<file path="config.mk">
export PLATFORM = sky130hd
export DESIGN_NAME = mem_port_arbiter
export DESIGN_NICKNAME = d
export VERILOG_FILES = /design/src/rtl/mem_port_arbiter.sv
export SDC_FILE = /design/constraint.sdc
export NUM_CORES = 1
export LEC_CHECK = 0
export BUFFER_PORTS_ARGS = -buffer_cell sky130_fd_sc_hd__buf_2
export CAP_MARGIN = 15
export CORE_AREA = 3 3 193 195
export CTS_CLUSTER_SIZE = 10
export DETAILED_ROUTE_END_ITERATION = 16
export DIE_AREA = 0 0 196 198
export REMOVE_ABC_BUFFERS = 1
export SLEW_MARGIN = 0
export SYNTH_ARGS = -nofsm -noshare
export SYNTH_HDL_FRONTEND = slang
export SYNTH_SLANG_ARGS = --single-unit
</file>
<file path="constraint.sdc">
create_clock -name clk -period 5.39 [get_ports clk]
set_clock_uncertainty 0.2 [all_clocks]
set_input_delay 1.078 -clock clk [delete_from_list [all_inputs] [get_ports clk]]
set_output_delay 1.078 -clock clk [all_outputs]
set_load 0.005 [all_outputs]
</file>
<file path="src/rtl/mem_port_arbiter.sv">
// Arbiter sharing one single-port, fixed-latency memory between instruction fetch and data access.
// Data accesses win unless fetch has been starved; one transaction is in flight at a time.
module mem_port_arbiter #(
  parameter int unsigned ADDR_WIDTH   = 64,
  parameter int unsigned DATA_WIDTH   = 64,
  parameter int unsigned INST_WIDTH   = 32,
  parameter int unsigned MEM_LATENCY  = 2,
  parameter int unsigned STARVE_LIMIT = 4
) (
  input  logic                  clk,
  input  logic                  reset,
  input  logic                  if_req,
  input  logic [ADDR_WIDTH-1:0] if_addr,
  input  logic                  if_flush,
  output logic                  if_gnt,
  output logic                  if_rvalid,
  output logic [INST_WIDTH-1:0] if_rdata,
  input  logic                  mm_req,
  input  logic                  mm_we,
  input  logic [ADDR_WIDTH-1:0] mm_addr,
  input  logic [DATA_WIDTH-1:0] mm_wdata,
  output logic                  mm_gnt,
  output logic                  mm_rvalid,
  output logic [DATA_WIDTH-1:0] mm_rdata,
  output logic                  mem_en,
  output logic                  mem_we,
  output logic [ADDR_WIDTH-1:0] mem_addr,
  output logic [DATA_WIDTH-1:0] mem_wdata,
  input  logic [DATA_WIDTH-1:0] mem_rdata,
  output logic                  busy
);

  localparam int unsigned LatW = $clog2(MEM_LATENCY + 1);
  localparam int unsigned StW  = $clog2(STARVE_LIMIT + 1);
  localparam logic [LatW-1:0] LatMax    = LatW'(MEM_LATENCY);
  localparam logic [StW-1:0]  StarveMax = StW'(STARVE_LIMIT);

  typedef enum logic [1:0] {StIdle, StBusyIf, StBusyMm} state_e;

  state_e          state_q, state_d;
  logic [LatW-1:0] lat_cnt_q, lat_cnt_d;
  logic [StW-1:0]  starve_cnt_q, starve_cnt_d;
  logic            cancel_q, cancel_d;
  logic            we_q, we_d;
  // Blocks grants in the first cycle after reset so every output stays low then.
  logic            rst_hold_q;

  always_ff @(posedge clk) begin
    if (reset) begin
      state_q      <= StIdle;
      lat_cnt_q    <= '0;
      starve_cnt_q <= '0;
      cancel_q     <= 1'b0;
      we_q         <= 1'b0;
      rst_hold_q   <= 1'b1;
    end else begin
      state_q      <= state_d;
      lat_cnt_q    <= lat_cnt_d;
      starve_cnt_q <= starve_cnt_d;
      cancel_q     <= cancel_d;
      we_q         <= we_d;
      rst_hold_q   <= 1'b0;
    end
  end

  always_comb begin
    state_d      = state_q;
    lat_cnt_d    = lat_cnt_q;
    starve_cnt_d = starve_cnt_q;
    cancel_d     = cancel_q;
    we_d         = we_q;
    if_gnt       = 1'b0;
    if_rvalid    = 1'b0;
    if_rdata     = '0;
    mm_gnt       = 1'b0;
    mm_rvalid    = 1'b0;
    mm_rdata     = '0;
    mem_en       = 1'b0;
    mem_we       = 1'b0;
    mem_addr     = '0;
    mem_wdata    = '0;
    busy         = 1'b0;

    unique case (state_q)
      StIdle: begin
        cancel_d = 1'b0;
        if (!rst_hold_q) begin
          // A request seen together with a flush carries a stale PC, so it never wins.
          if (if_req && !if_flush && (!mm_req || starve_cnt_q == StarveMax)) begin
            if_gnt       = 1'b1;
            mem_en       = 1'b1;
            mem_addr     = if_addr;
            state_d      = StBusyIf;
            lat_cnt_d    = LatW'(1);
            starve_cnt_d = '0;
          end else if (mm_req) begin
            mm_gnt    = 1'b1;
            mem_en    = 1'b1;
            mem_we    = mm_we;
            mem_addr  = mm_addr;
            mem_wdata = mm_we ? mm_wdata : '0;
            we_d      = mm_we;
            state_d   = StBusyMm;
            lat_cnt_d = LatW'(1);
            if (!if_req) begin
              starve_cnt_d = '0;
            end else if (starve_cnt_q != StarveMax) begin
              starve_cnt_d = starve_cnt_q + StW'(1);
            end
          end else if (!if_req) begin
            starve_cnt_d = '0;
          end
        end
      end
      StBusyIf: begin
        busy = 1'b1;
        if (lat_cnt_q == LatMax) begin
          if (!cancel_q && !if_flush) begin
            if_rvalid = 1'b1;
            if_rdata  = mem_rdata[INST_WIDTH-1:0];
          end
          state_d   = StIdle;
          lat_cnt_d = '0;
          cancel_d  = 1'b0;
        end else begin
          lat_cnt_d = lat_cnt_q + LatW'(1);
          if (if_flush) begin
            cancel_d = 1'b1;
          end
        end
      end
      StBusyMm: begin
        busy = 1'b1;
        if (lat_cnt_q == LatMax) begin
          mm_rvalid = 1'b1;
          mm_rdata  = we_q ? '0 : mem_rdata;
          state_d   = StIdle;
          lat_cnt_d = '0;
        end else begin
          lat_cnt_d = lat_cnt_q + LatW'(1);
        end
      end
      default: state_d = StIdle;
    endcase

    if (reset) begin
      if_gnt    = 1'b0;
      if_rvalid = 1'b0;
      if_rdata  = '0;
      mm_gnt    = 1'b0;
      mm_rvalid = 1'b0;
      mm_rdata  = '0;
      mem_en    = 1'b0;
      mem_we    = 1'b0;
      mem_addr  = '0;
      mem_wdata = '0;
      busy      = 1'b0;
    end
  end

endmodule

</file>
==> results.txt, run 1 <==
Arr. time, crit path: 2.90 ns
register clock-pin slew on the reported worst setup and hold paths: 0.04 ns
CP endpoint kind: output port
Leak: 3.28 nW
number of unique standard cell types used by synthesis: 37
post-cts sizing count: 0
status: finished clean
Rows: 69
Reg area: 200 sq um
CP Cell Sequence: buf_2 -> a21bo_2 -> buf_4 -> nand3_1 -> a21oi_1 -> buf_2
clk root buf: clkbuf_16
CP startpoint: mm_req
# IOs: 493
Worst Max-Slew Pin Slew: 0.963 ns
dpl hpwl: 16900 microns
Synth Instances: 491
fin. max-slew vios: 0
#FFs+latches synth: 10
CP Data Required Time: 4.11 ns
die area: 38800 sq um
number of port buffers: 492
CP Capture Point: mem_addr[27]
minimum clock period: 4.18 ns
largest net degree at the start of global routing: 74
setup TNS: 0 ns
CTS Buffer Depth: 2
Crit path max-delay family: compound AO/OA/AOI/OAI gates
PwrDens: 81.2 nW/um^2
Synth area leaders: and2_1 (32%), o211ai_1 (15%), nand3_1 (11%)
sequential area share after synthesis: 0.0645
final wirelength: 20000 microns
Hold Buf Count CTS: 0
# setup viols final: 0
final core occ: 0.168
worst r2r path cells: 6
Avg Cell Area, Syn: 6.32 sq um
worst hold-check path type: flop to flop
slowest stage cell on the critical path: a21bo_2
CTS tree: yes
drt initial violations: 202
RSZ-0062 raised after global routing: false
Synth warnings: 0
multi-input logic area: 2540 sq um
final worst-path cycle share: 0.775
die span in y: 198 microns
wire length per cell: 14.3 microns
startpoint types: input pin
CP peak stage delay: 0.81 ns
overall global routing resource usage: 0.0884
r2r setup slk: 2.86 ns
routed via count: 5522
Num CTS Buffers: 3
max frequency: 239 MHz
first-pass GRT wire length: 27800 microns
clk_lat worst skew: 0.24 ns
DRT Pass-1 Iters: 5
worst r2r src: starve_cnt_q[0]
CP max FO: 45
Die Wd: 196 microns
most frequent CP cell: buf_2
fillers: 4059
worst flop-to-flop path endpoint: we_q
Levels on crit path: 6
GP Congestion: 0.803
gr ovfl total: 0
total core area: 35600 sq um
vias in the first global route: 5113
hold path depth: 2
Yosys top cell by area: and2_1
initial antenna violation count: 5
layout cells sized above 1: 0.554
routed vias/inst: 3.96
nets: 1198
crit path kind: input pin to output port
Yosys top cell area share: 0.323
H-Tree Level Count: 1
max_slew headroom: 0.358
Initial Util: 0.0872
mapped cell area: 3100 sq um
# DRC: 0
Detail Route Antenna Nets: 0
CP bufs+invs: 3
VDD IR max: 0.0000817 V
number of setup buffers added after CTS: 0
Sink Count: 10
Final Hold Fails: 0
area growth from synthesis to layout: 92.9%
Max-Cap Viols: 0
[stage by stage]
step                setup WS, ns  hold WS [ns]  power, mW  cell area (sq um)  std cells
detailed placement          1.27         0.280      0.337               5890       1387
global placement            1.31         0.275      0.336               5890       1387
floorplan                  0.314         0.254      0.173               2770        427
finish                      1.21         0.290      0.486               5990       1394
global route                1.12         0.319      0.516               5980       1392
CTS                         1.26         0.289      0.488               5980       1391
[metal layers]
metal	GRT usage	vias up	wire length, microns
met3	0.00800	21	1740
met5	0	-	0
li1	-	2615	-
met4	0.0322	0	631
met1	0.108	2530	7540
met2	0.162	356	10100
[cell usage in the layout, fill, tap and decap left out, drive strengths merged, types with 5 or more instances in the layout]
cell type / count
inv: 11
nand2: 7
nand3: 66
o211ai: 64
buf: 499
ha: 5
dfxtp: 10
nor2: 5
o32ai: 5
and2: 160
a21oi: 65
[cell type report]
cell class                 count  share of cell area
timing repair buffer         499               0.422
antenna                        3             0.00125
clock buffer                   4              0.0148
tap                          461              0.0964
sequential                    10              0.0334
multi-input combinational    406               0.425
inverter                      11             0.00690
[where the power goes]
part / switching, mW / leakage [nW] / total, mW / internal [mW]
sequential: 0.00297 / 0.0816 / 0.0809 / 0.0779
clock: 0.0368 / 0.0442 / 0.149 / 0.112
combinational: 0.131 / 3.15 / 0.256 / 0.125
[how the worst min path moves through the flow]
stage	startpoint	endpoint	slack [ns]
final	starve_cnt_q[0]	starve_cnt_q[0]	0.29
after global routing	lat_cnt_q[1]	lat_cnt_q[1]	0.32
after CTS	we_q	we_q	0.29
after detailed placement	we_q	we_q	0.28
after global placement	we_q	we_q	0.28
after floorplan	we_q	we_q	0.25
[synth_stat cells, drive strengths merged]
| cell | n |
|---|---|
| a211oi | 1 |
| a21bo | 1 |
| a21oi | 65 |
| a22oi | 1 |
| a311oi | 1 |
| a31o | 1 |
| a31oi | 1 |
| and2 | 160 |
| and3 | 1 |
| and4 | 1 |
| and4b | 1 |
| buf | 29 |
| clkbuf | 35 |
| dfxtp | 10 |
| ha | 5 |
| inv | 11 |
| nand2 | 7 |
| nand2b | 4 |
| nand3 | 66 |
| nand4 | 1 |
| nor2 | 5 |
| nor2b | 3 |
| nor3b | 1 |
| nor4bb | 1 |
| o2111a | 2 |
| o2111ai | 2 |
| o211ai | 64 |
| o21ai | 2 |
| o221a | 2 |
| o221ai | 1 |
| o22ai | 1 |
| o32ai | 5 |
[state kept, by name, indices dropped and copies added (netlist names)]
name	cells
starve_cnt_q	3
lat_cnt_q	2
rst_hold_q	1
cancel_q	1
state_q	2
we_q	1
[cell families (layout without fill, tap and decap cells)]
| group | count (synthesis) | in the layout | synth area share |
|---|---|---|---|
| AOI/OAI and AO/OA | 150 | 150 | 0.318 |
| adders and majority gates | 5 | 5 | 0.0202 |
| buffers and inverters | 75 | 514 | 0.122 |
| DFF | 10 | 10 | 0.0645 |
| other | 0 | 3 | 0 |
| and+or+nand+nor | 251 | 251 | 0.476 |
[tightest hold or removal path: cells and delay by family, from the launching register on]
family          cells  cell delay (ns)
flops               1             0.32
simple gates        1             0.06
compound gates      1             0.05
Note: power is estimated with default switching activity, not from simulation.
==> run 2: changes to the inputs <==
--- a/config.mk
+++ b/config.mk
@@ -7,10 +7,10 @@
 export LEC_CHECK = 0
 export BUFFER_PORTS_ARGS = -buffer_cell sky130_fd_sc_hd__buf_2
 export CAP_MARGIN = 15
-export CORE_AREA = 3 3 193 195
+export CORE_AREA = 3 3 188 190
 export CTS_CLUSTER_SIZE = 10
 export DETAILED_ROUTE_END_ITERATION = 16
-export DIE_AREA = 0 0 196 198
+export DIE_AREA = 0 0 191 193
 export REMOVE_ABC_BUFFERS = 1
 export SLEW_MARGIN = 0
 export SYNTH_ARGS = -nofsm -noshare
==> constraint.sdc (replaced) <==
create_clock -name clk -period 4.1 [get_ports clk]
set_clock_uncertainty 0.2 [all_clocks]
set_input_delay 0.82 -clock clk [delete_from_list [all_inputs] [get_ports clk]]
set_output_delay 0.82 -clock clk [all_outputs]
set_load 0.005 [all_outputs]
==> run 2 against run 1 <==
Effect of this change:
- clock-buffer cell count unchanged
- design area increased by 1.1%
- die area decreased by 5.0%
- sequential share of layout area about the same
- first-iteration DRC count increased by 74%
- critical path depth increased by 1
- total power increased by 33%
- critical endpoint is now mem_addr[9]
==> results.txt, run 2 (synthesis gave the netlist of run 1 again) <==
status: finished clean
largest net degree at the start of global routing: 68 (-8.1%)
vias in the first global route: 4738 (-7.3%)
overall global routing resource usage: 0.0876 (-0.000824)
register clock-pin slew on the reported worst setup and hold paths: 0.04 ns (about the same)
minimum clock period: 3.42 ns
Largest Register: starve_cnt_q
GP Congestion: 0.793 (-1.2%)
wire length per cell: 13.9 microns (-2.8%)
routed vias/inst: 3.90 (-1.6%)
Die Wd: 191 microns (-2.6%)
final worst-path cycle share: 0.835
fillers: 3857 (-5.0%)
initial antenna violation count: 4 (-1)
startpoint types: flop
Leak: 3.33 nW (+1.6%)
Final Hold Fails: 0 (unchanged)
worst hold endpoint: we_q
Detail Route Antenna Nets: 0 (unchanged)
Sink Count: 10 (unchanged)
slowest stage cell on the critical path: buf_4
CTS tree: yes
H-Tree Level Count: 1 (unchanged)
top flop regs: starve_cnt_q x3, lat_cnt_q x2, state_q x2
max reg flops: 3 (unchanged)
multi-input logic area: 2540 sq um (unchanged)
first-pass GRT wire length: 26100 microns (-6.1%)
clk root buf: clkbuf_16
worst flop-to-flop path endpoint: we_q
CP endpoint kind: output port
dpl hpwl: 16000 microns (-5.2%)
nets: 1205 (+0.58%)
area growth from synthesis to layout: 95.1%
fin. max-slew vios: 0 (unchanged)
CP peak stage delay: 0.50 ns (-0.31 ns)
clk_lat worst skew: 0.24 ns (about the same)
total core area: 33600 sq um (-5.5%)
placed cell count: 1381 (-0.43%)
CP max FO: 44 (-2.2%)
Hold Buf Count CTS: 0 (unchanged)
final core occ: 0.180 (+0.0118)
max_slew headroom: 0.526 (+0.169)
r2r setup slk: 1.90 ns (-0.96 ns)
Worst Max-Slew Pin Slew: 0.710 ns (-0.253 ns)
die area: 36900 sq um (-5.0%)
worst hold-check path type: flop to flop
final instance area: 6050 sq um (+1.1%)
crit path kind: flop to output port
most frequent cells in the layout: buf_2 (492), and2_1 (160), nand3_1 (65), a21oi_1 (65), o211ai_1 (64)
routed via count: 5402 (-2.2%)
# DRC: 0 (unchanged)
Rows: 67 (-2.9%)
# IOs: 493 (unchanged)
number of setup buffers added after CTS: 0 (unchanged)
drt initial violations: 351 (+74%)
placed cell areas: 5960 sq um (+1.3%)
CP Data Required Time: 3.08 ns (-1.03 ns)
hold path depth: 1 (-1)
gr ovfl total: 0 (unchanged)
DRT Pass-1 Iters: 5 (unchanged)
Max-Cap Viols: 0 (unchanged)
worst r2r src: starve_cnt_q[0]
final wirelength: 19300 microns (-3.4%)
CTS Buffer Depth: 2 (unchanged)
Hold Path Origin: we_q
die span in y: 193 microns (-2.5%)
Initial Util: 0.0923 (+0.00507)
post-cts sizing count: 0 (unchanged)
RSZ-0062 raised after global routing: false
VDD IR max: 0.0000915 V (+12%)
max frequency: 292 MHz
layout cells sized above 1: 0.557 (+0.00333)
PwrDens: 107 nW/um^2 (+31%)
number of port buffers: 492 (unchanged)
Num CTS Buffers: 3 (unchanged)
CP Cell Sequence: inv_1 -> ha_1 -> nand2_2 -> buf_4 -> o211ai_1 -> a21oi_1 -> buf_2
Arr. time, crit path: 2.40 ns (-0.50 ns)
Layout Cells excl Fill: 1386 (-0.57%)
commonest non-fill, non-tap cell in the layout: buf_2
setup TNS: 0 ns (unchanged)
worst r2r path cells: 6 (unchanged)
Reg area: 200 sq um (unchanged)
Tot Pwr: 645 uW (+33%)
# setup viols final: 0 (unchanged)
-- run 2: metal layers --
layer  GRT usage  wire [microns]  up-vias
li1            -               -     2621
met1       0.112            7520     2416
met2       0.153            9310      336
met3      0.0163            2060       25
met4      0.0203             373        4
met5           0              23        -
-- run 2: layout make-up --
cell class,count,area share
clock buffer,4,0.0147
multi-input combinational,406,0.420
antenna,1,0.000413
sequential,10,0.0331
inverter,11,0.00682
tap,448,0.0926
timing repair buffer,506,0.432
-- run 2: worst max-delay path by stage --
stage | endpoint | cells after the start | slack (ns) | start
2_1_floorplan | mem_addr[0] | 3 | -0.46 | if_flush
3_3_place_gp | mem_addr[9] | 6 | 0.90 | if_req
3_5_place_dp | mm_rdata[33] | 6 | 0.89 | reset
4_1_cts | mem_addr[52] | 7 | 0.70 | starve_cnt_q[0]
5_1_grt | mem_addr[15] | 7 | 0.50 | starve_cnt_q[0]
6_report | mem_addr[9] | 7 | 0.68 | starve_cnt_q[0]
-- run 2: critical path: cells and delay by family (launching register included) --
kind / cells / cell delay, ns
compound gates: 2 / 0.37
fa+ha+maj: 1 / 0.23
buf+inv: 3 / 0.70
flops: 1 / 0.39
simple gates: 1 / 0.40
-- run 2: where the power goes --
part	total [mW]	internal, mW	switching [mW]
combinational	0.345	0.172	0.173
clock	0.193	0.147	0.0467
sequential	0.107	0.102	0.00412
-- run 2: stage by stage --
| step | hold slack (ns) | setup WS (ns) |
|---|---|---|
| CTS | 0.280 | 0.699 |
| global placement | 0.263 | 0.898 |
| global route | 0.312 | 0.500 |
| finish | 0.277 | 0.676 |
| floorplan | 0.254 | -0.460 |
| detailed placement | 0.271 | 0.892 |
